## src/rtl/lsu_bus_pkg.sv

```systemverilog
// lsu_bus shared types: mem_op encodings, FSM states
// and the access legality rule.
package lsu_bus_pkg;

  typedef enum logic [2:0] {
    MEM_B  = 3'b000,
    MEM_H  = 3'b001,
    MEM_W  = 3'b010,
    MEM_BU = 3'b100,
    MEM_HU = 3'b101
  } mem_op_e;

  typedef enum logic [1:0] {
    ST_IDLE,
    ST_REQ,
    ST_WAIT,
    ST_RESP
  } state_e;

  function automatic logic access_legal(
    input logic       write,
    input logic [2:0] op,
    input logic [1:0] off
  );
    logic ok;
    ok = 1'b0;
    case (op)
      MEM_B, MEM_BU: ok = 1'b1;
      MEM_H, MEM_HU: ok = !off[0];
      MEM_W:         ok = (off == 2'b00);
      default:       ok = 1'b0;
    endcase
    // unsigned variants have no store form
    return ok && !(write && op[2]);
  endfunction

endpackage

```

## src/rtl/lsu_bus_if.sv

```systemverilog
// Data-memory bus: request channel plus response channel.
// master = LSU side, slave = memory side.
interface lsu_bus_if #(
  parameter int ADDR_W = 32,
  parameter int DATA_W = 32
);
  logic              bus_req_valid;
  logic              bus_req_ready;
  logic              bus_write;
  logic [ADDR_W-1:0] bus_addr;
  logic [DATA_W-1:0] bus_wdata;
  logic [3:0]        bus_wstrb;
  logic              bus_resp_valid;
  logic              bus_resp_ready;
  logic [DATA_W-1:0] bus_rdata;
  logic              bus_err;

  modport master (
    output bus_req_valid, bus_write, bus_addr,
    output bus_wdata, bus_wstrb, bus_resp_ready,
    input  bus_req_ready, bus_resp_valid,
    input  bus_rdata, bus_err
  );

  modport slave (
    input  bus_req_valid, bus_write, bus_addr,
    input  bus_wdata, bus_wstrb, bus_resp_ready,
    output bus_req_ready, bus_resp_valid,
    output bus_rdata, bus_err
  );
endinterface

```

## src/rtl/lsu_bus_align.sv

```systemverilog
// lsu_align: store lane replicate/strobe and
// load byte/half extract with sign/zero extension.
module lsu_align
  import lsu_bus_pkg::*;
(
  input  logic        write,
  input  logic [2:0]  op,
  input  logic [1:0]  off,
  input  logic [31:0] st_data,
  output logic [31:0] st_wdata,
  output logic [3:0]  st_wstrb,
  input  logic [31:0] ld_word,
  output logic [31:0] ld_data
);
  logic [31:0] ld_shift;
  logic [7:0]  ld_b;
  logic [15:0] ld_h;
  logic        sx;

  always_comb begin
    st_wdata = st_data;
    st_wstrb = 4'b0000;
    if (write) begin
      unique case (1'b1)
        (op[1:0] == 2'b00): begin
          st_wdata = {4{st_data[7:0]}};
          st_wstrb = 4'b0001 << off;
        end
        (op[1:0] == 2'b01): begin
          st_wdata = {2{st_data[15:0]}};
          st_wstrb = 4'b0011 << off;
        end
        default: begin
          st_wdata = st_data;
          st_wstrb = 4'b1111;
        end
      endcase
    end
  end

  assign ld_shift = ld_word >> {off, 3'b000};
  assign ld_b     = ld_shift[7:0];
  assign ld_h     = off[1] ? ld_word[31:16]
                           : ld_word[15:0];
  assign sx       = !op[2];

  always_comb begin
    ld_data = ld_word;
    unique case (1'b1)
      (op[1:0] == 2'b00):
        ld_data = {{24{sx & ld_b[7]}}, ld_b};
      (op[1:0] == 2'b01):
        ld_data = {{16{sx & ld_h[15]}}, ld_h};
      default:
        ld_data = ld_word;
    endcase
  end
endmodule

```

## src/rtl/lsu_bus.sv

```systemverilog
// lsu_bus: one core memory access per request over a
// valid/ready data bus, IDLE -> REQ -> WAIT -> RESP.
module lsu_bus
  import lsu_bus_pkg::*;
#(
  parameter int ADDR_W = 32,
  parameter int DATA_W = 32
) (
  input  logic              clk,
  input  logic              rst,
  input  logic              req_valid,
  output logic              req_ready,
  input  logic              req_write,
  input  logic [2:0]        req_op,
  input  logic [ADDR_W-1:0] req_addr,
  input  logic [DATA_W-1:0] req_wdata,
  output logic              resp_valid,
  input  logic              resp_ready,
  output logic [DATA_W-1:0] resp_rdata,
  output logic              resp_err,
  lsu_bus_if.master         bus
);
  state_e            state_q, state_d;
  logic              write_q;
  logic [2:0]        op_q;
  logic [ADDR_W-1:0] addr_q;
  logic [DATA_W-1:0] wdata_q;
  logic [DATA_W-1:0] rdata_q;
  logic              err_q;
  logic              legal;
  logic [31:0]       st_wdata;
  logic [3:0]        st_wstrb;
  logic [31:0]       ld_data;

  assign legal = access_legal(req_write, req_op,
                              req_addr[1:0]);

  lsu_align u_align (
    .write    (write_q),
    .op       (op_q),
    .off      (addr_q[1:0]),
    .st_data  (wdata_q),
    .st_wdata (st_wdata),
    .st_wstrb (st_wstrb),
    .ld_word  (bus.bus_rdata),
    .ld_data  (ld_data)
  );

  always_ff @(posedge clk) begin
    if (rst) state_q <= ST_IDLE;
    else     state_q <= state_d;
  end

  always_comb begin
    state_d = state_q;
    unique case (state_q)
      ST_IDLE:
        if (req_valid)
          state_d = legal ? ST_REQ : ST_RESP;
      ST_REQ:
        if (bus.bus_req_ready) state_d = ST_WAIT;
      ST_WAIT:
        if (bus.bus_resp_valid) state_d = ST_RESP;
      ST_RESP:
        if (resp_ready) state_d = ST_IDLE;
      default: state_d = ST_IDLE;
    endcase
  end

  always_ff @(posedge clk) begin
    if (rst) begin
      write_q <= 1'b0;
      op_q    <= 3'b000;
      addr_q  <= '0;
      wdata_q <= '0;
      rdata_q <= '0;
      err_q   <= 1'b0;
    end else begin
      if (state_q == ST_IDLE && req_valid) begin
        write_q <= req_write;
        op_q    <= req_op;
        addr_q  <= req_addr;
        wdata_q <= req_wdata;
        rdata_q <= '0;
        err_q   <= !legal;
      end
      // stores and bus errors return zero data
      if (state_q == ST_WAIT && bus.bus_resp_valid) begin
        rdata_q <= (bus.bus_err || write_q) ? '0
                                            : ld_data;
        err_q   <= bus.bus_err;
      end
    end
  end

  always_comb begin
    req_ready          = 1'b0;
    resp_valid         = 1'b0;
    resp_rdata         = '0;
    resp_err           = 1'b0;
    bus.bus_req_valid  = 1'b0;
    bus.bus_write      = 1'b0;
    bus.bus_addr       = '0;
    bus.bus_wdata      = '0;
    bus.bus_wstrb      = 4'b0000;
    bus.bus_resp_ready = 1'b0;
    unique case (state_q)
      ST_IDLE: req_ready = 1'b1;
      ST_REQ: begin
        bus.bus_req_valid = 1'b1;
        bus.bus_write     = write_q;
        bus.bus_addr      = {addr_q[ADDR_W-1:2], 2'b00};
        bus.bus_wdata     = st_wdata;
        bus.bus_wstrb     = st_wstrb;
      end
      ST_WAIT: bus.bus_resp_ready = 1'b1;
      ST_RESP: begin
        resp_valid = 1'b1;
        resp_rdata = rdata_q;
        resp_err   = err_q;
      end
      default: req_ready = 1'b0;
    endcase
  end
endmodule

```

## src/flat_wrapper.sv

```systemverilog
// flat-port wrapper written by rule: the top's interface ports become plain ports
module lsu_bus_flat import lsu_bus_pkg::*;
#(
  parameter int ADDR_W = 32,
  parameter int DATA_W = 32
)
  (clk, rst, req_valid, req_ready, req_write, req_op, req_addr, req_wdata, resp_valid, resp_ready, resp_rdata, resp_err, bus_bus_req_valid, bus_bus_write, bus_bus_addr, bus_bus_wdata, bus_bus_wstrb, bus_bus_resp_ready, bus_bus_req_ready, bus_bus_resp_valid, bus_bus_rdata, bus_bus_err);
  lsu_bus_if #(.ADDR_W(ADDR_W), .DATA_W(DATA_W)) bus_i ();
  input  logic clk;
  input  logic rst;
  input  logic req_valid;
  output logic req_ready;
  input  logic req_write;
  input  logic [2:0] req_op;
  input  logic [ADDR_W-1:0] req_addr;
  input  logic [DATA_W-1:0] req_wdata;
  output logic resp_valid;
  input  logic resp_ready;
  output logic [DATA_W-1:0] resp_rdata;
  output logic resp_err;
  output wire logic [$bits(bus_i.bus_req_valid)-1:0] bus_bus_req_valid;
  output wire logic [$bits(bus_i.bus_write)-1:0] bus_bus_write;
  output wire logic [$bits(bus_i.bus_addr)-1:0] bus_bus_addr;
  output wire logic [$bits(bus_i.bus_wdata)-1:0] bus_bus_wdata;
  output wire logic [$bits(bus_i.bus_wstrb)-1:0] bus_bus_wstrb;
  output wire logic [$bits(bus_i.bus_resp_ready)-1:0] bus_bus_resp_ready;
  input wire logic [$bits(bus_i.bus_req_ready)-1:0] bus_bus_req_ready;
  input wire logic [$bits(bus_i.bus_resp_valid)-1:0] bus_bus_resp_valid;
  input wire logic [$bits(bus_i.bus_rdata)-1:0] bus_bus_rdata;
  input wire logic [$bits(bus_i.bus_err)-1:0] bus_bus_err;
  assign bus_bus_req_valid = bus_i.bus_req_valid;
  assign bus_bus_write = bus_i.bus_write;
  assign bus_bus_addr = bus_i.bus_addr;
  assign bus_bus_wdata = bus_i.bus_wdata;
  assign bus_bus_wstrb = bus_i.bus_wstrb;
  assign bus_bus_resp_ready = bus_i.bus_resp_ready;
  assign bus_i.bus_req_ready = bus_bus_req_ready;
  assign bus_i.bus_resp_valid = bus_bus_resp_valid;
  assign bus_i.bus_rdata = bus_bus_rdata;
  assign bus_i.bus_err = bus_bus_err;
  lsu_bus #(.ADDR_W(ADDR_W), .DATA_W(DATA_W)) u_core (.clk(clk), .rst(rst), .req_valid(req_valid), .req_ready(req_ready), .req_write(req_write), .req_op(req_op), .req_addr(req_addr), .req_wdata(req_wdata), .resp_valid(resp_valid), .resp_ready(resp_ready), .resp_rdata(resp_rdata), .resp_err(resp_err), .bus(bus_i));
endmodule
```

## config.mk

```make
export PLATFORM = sky130hd
export DESIGN_NAME = lsu_bus_flat
export DESIGN_NICKNAME = d
export VERILOG_FILES = /design/src/rtl/lsu_bus_pkg.sv /design/src/rtl/lsu_bus_if.sv /design/src/rtl/lsu_bus_align.sv /design/src/rtl/lsu_bus.sv /design/src/flat_wrapper.sv
export SDC_FILE = /design/constraint.sdc
export NUM_CORES = 1
export LEC_CHECK = 0
export BUFFER_PORTS_ARGS = -buffer_cell sky130_fd_sc_hd__buf_2
export CORE_AREA = 2 2 150 152
export DETAILED_ROUTE_END_ITERATION = 8
export DIE_AREA = 0 0 152 154
export GPL_TIMING_DRIVEN = 0
export HOLD_SLACK_MARGIN = 0.1
export PLACE_DENSITY = 0.55
export REMOVE_ABC_BUFFERS = 1
export SYNTH_ARGS = -nofsm -noshare
export SYNTH_HDL_FRONTEND = slang
export SYNTH_SLANG_ARGS = --single-unit
```

## constraint.sdc

```tcl
create_clock -name clk -period 1.93 [get_ports clk]
set_input_delay 0.579 -clock clk [delete_from_list [all_inputs] [get_ports clk]]
set_output_delay 0.579 -clock clk [all_outputs]
set_load 0.01 [all_outputs]
```

==> results by group <==
Timing
  – Max-slew violations: 0
  – Final hold vios: 0
  – Final Cycle Share: 111%
  – Clock Skew: 7.17 ps
  – Setup violators final: 100
  – Setup_tns: -15,330 ps
  – RSZ-0062 raised after global routing: true
  – Fin worst setup slack: -211 ps
  – Min Hold Slack: roughly 440 ps
  – Final min period: approximately 2100 ps
  – Achievable frequency: 467 MHz

Routing
  – Iter 0 DRT Violations: 341
  – Routed WL per cell: roughly 17 um
  – Total Wirelength: 21,000 um
  – Final routed DRC violation total: 0
  – Post-DRT Antenna Nets: 0
  – Drt pass-1 iters: 5
  – Vias per cell: ~4.8
  – Via Count: 5,801

Worst setup path
  – CP endpoint kind: output pin
  – CP Class: flip-flop to output pin
  – Worst Path Max Fanout: 7
  – Worst setup SP type: flip-flop
  – Worst EP required: between 1000 and 1500 ps
  – Critical Path Start: u_core.state_q[1]
  – CP arrival: around 1600 ps
  – Reg2reg start: u_core.state_q[0]

Clock tree
  – Worst-path clk slew: 80 ps
  – CTS tree: built
  – Worst skew pair latency: 360 ps
  – Cts bufs inserted: 9
  – CTS Sinks: 103
  – Clk buf depth: 2
  – CTS root buffer: clkbuf_16
  – Htree depth: 3

Global route
  – Grt ovf: 0
  – Total GRT Usage: between 10% and 20%
  – Largest net degree at the start of global routing: 72
  – Global-route wire length before repair: 32,300 um
  – Vias in the first global route: 5,742
  – Initial antenna violation count: 3

Yosys
  – Synth Register Bits: 103
  – Synth top area share: 38.3%
  – EDFF count, synth: 0
  – Syn Area/Cell: ~7.6 um2
  – Area contributors post-synth: dfxtp_1 (38%), nand2_1 (14%), and2_1 (8.4%)
  – Synth cell types: 41
  – Synth Flop Type: dfxtp_1
  – Synth warnings: 0
  – Sequential fraction of the synthesis area: a little under two fifths
  – Post-synthesis cell count: 705
  – Mapped cell area: 5380 um2
  – Synth async-reset ratio: 0%
  – Post-synth top area cell: dfxtp_1

Power
  – Switch share: between 30 and 40%
  – Net Sw Power: 3.41 mW
  – Combinational Power Share: 46.8%
  – Part of the power in registers: between 30% and 40%
  – VDD IR max: 0.457 mV
  – Lkg Pwr: 3.61 nW
  – Total power draw: 8.77 mW
  – Pwr Density: between 1000 and 1500 nW/um2
  – Int Power: 5.36 mW
  – Clock network power share: 22.4%

Layout
  – Share of cells above drive strength 1: 41.8%
  – Area taken by multi-input logic gates: ~3400 um2
  – Syn-to-layout area delta: 52.5%
  – # fillers: between 2,000 and 2,500
  – Post-route cell area: 8200 um2
  – Storage cell area: around 2100 um2
  – Layout Nets: 1,035

Floorplanning
  – Row count: 54
  – Initial Util: 24.8%
  – Io pins: 213
  – Core ar.: 21,700 um2
  – Die area: between 20,000 and 25,000 um2
  – Die width: between 150 and 200 um
  – Die height: about 150 um

Place
  – Dpl hpwl: about 12,000 um
  – Dpl ws: -1280 ps
  – I/O Buffers: 210
  – Placed Area: 6680 um2
  – Placer congestion estimate: 0.780

Hold path
  – Hold_sp: req_addr[21]
  – Hold WC Path Type: input port to flip-flop

Outcome
  – Violated checks: negative setup slack
  – Status: complete, but fails checks

Run
  – Maxcap violations: 0
-- power by group through the flow --
stage / sequential [mW] / clock [mW] / combinational [mW]
after CTS: 2.68 / 2.03 / 3.82
after floorplan: 2.66 / 0 / 1.59
after global routing: 2.74 / 2.11 / 4.48
final: 2.70 / 1.97 / 4.11
after detailed placement: 2.74 / 0 / 2.65
after global placement: 2.76 / 0 / 2.51
-- worst max-delay path: stages, from the launching register on --
cell	delay [ps]
dfxtp_4	350
inv_4	60
ha_4	230
buf_12	170
buf_16	130
and2_1	130
buf_2	130
-- sequential cells by signal (all words and copies together) (netlist names) --
signal          count
u_core.wdata_q     32
u_core.state_q      2
u_core.rdata_q     32
u_core.write_q      1
u_core.addr_q      32
u_core.err_q        1
u_core.op_q         3
-- cell usage in the layout (no fill, tap or decap), types with 8 or more instances in the layout --
cell type / Yosys / final
a311oi_1: 8 / 8
a22oi_1: 9 / 8
buf_6: 1 / 26
o21ai_2: 10 / 12
dfxtp_1: 103 / 96
clkbuf_16: 0 / 11
a21boi_2: 0 / 14
buf_2: 5 / 182
a22o_1: 16 / 16
o21ai_0: 16 / 10
a211oi_1: 8 / 8
a21oi_1: 89 / 84
nand2_1: 203 / 187
mux4_2: 8 / 8
nand2_4: 0 / 9
o211a_1: 8 / 8
and2_1: 72 / 51
buf_4: 3 / 33
mux2i_1: 8 / 8
nor2_1: 21 / 20
buf_12: 0 / 14
and2_4: 0 / 21
-- synth_stat cells, types with 5 or more instances --
library cell and count:
nand2_1 203, dfxtp_1 103, a21oi_1 89, and2_1 72, clkbuf_1 48, nor2_1 21
a21boi_0 16, a22o_1 16, o21ai_0 16, o21ai_2 10, a22oi_1 9, a211oi_1 8
a311oi_1 8, inv_1 8, mux2i_1 8, mux4_2 8, o211a_1 8, a222oi_1 7
buf_1 5, buf_2 5
-- cells by family after synthesis --
family | count (synthesis) | share of synthesized area (%)
simple gates | 314 | 26.2
compound gates | 195 | 24.0
flops | 103 | 38.3
buf+inv | 71 | 5.42
mux | 17 | 5.05
fa+ha+maj | 4 | 0.930
other cells | 1 | 0.0697
-- worst paths after layout --
check	slack, ps	endpoint	cells after the start
max	-210	bus_bus_wdata[5]	6
min	440	u_core.addr_q[21]	3
max reg2reg	80	u_core.wdata_q[17]	6
min reg2reg	450	u_core.addr_q[24]	2
-- metal layers --
metal  global-route usage (%)  up-vias  share of wire, %
li1                         -     2843                 -
met5                        0        -                 0
met2                     28.7      220                47
met3                     6.26       22               8.1
met4                     4.98        0               1.2
met1                     21.3     2716                44
-- layout make-up --
| type | instances | area share [%] |
|---|---|---|
| antenna | 1 | 0.0305 |
| clock inverter | 6 | 0.915 |
| timing repair buffer | 265 | 24.0 |
| sequential | 103 | 25.4 |
| tap | 280 | 4.27 |
| timing repair inverter | 1 | 0.0610 |
| multi-input combinational | 535 | 42.0 |
| inverter | 9 | 0.549 |
| clock buffer | 10 | 2.79 |
-- metrics by stage --
step	cells	util, %
global route	1209	37.8
floorplan	644	-
detailed placement	1141	30.8
CTS	1196	36.1
finish	1210	37.8
global placement	1134	30.1
-- what timing repair did --
| item | in CTS | in global routing |
|---|---|---|
| hold buffers | 0 | 0 |
| cloned | 9 | 3 |
| gates resized for setup | 107 | 72 |
| pin swaps | 14 | 21 |
| buffers inserted | 30 | 13 |
| hold endpoints to repair | 0 | 0 |
| setup endpoints to repair | 172 | 153 |
(Power assumes the default switching activity.)
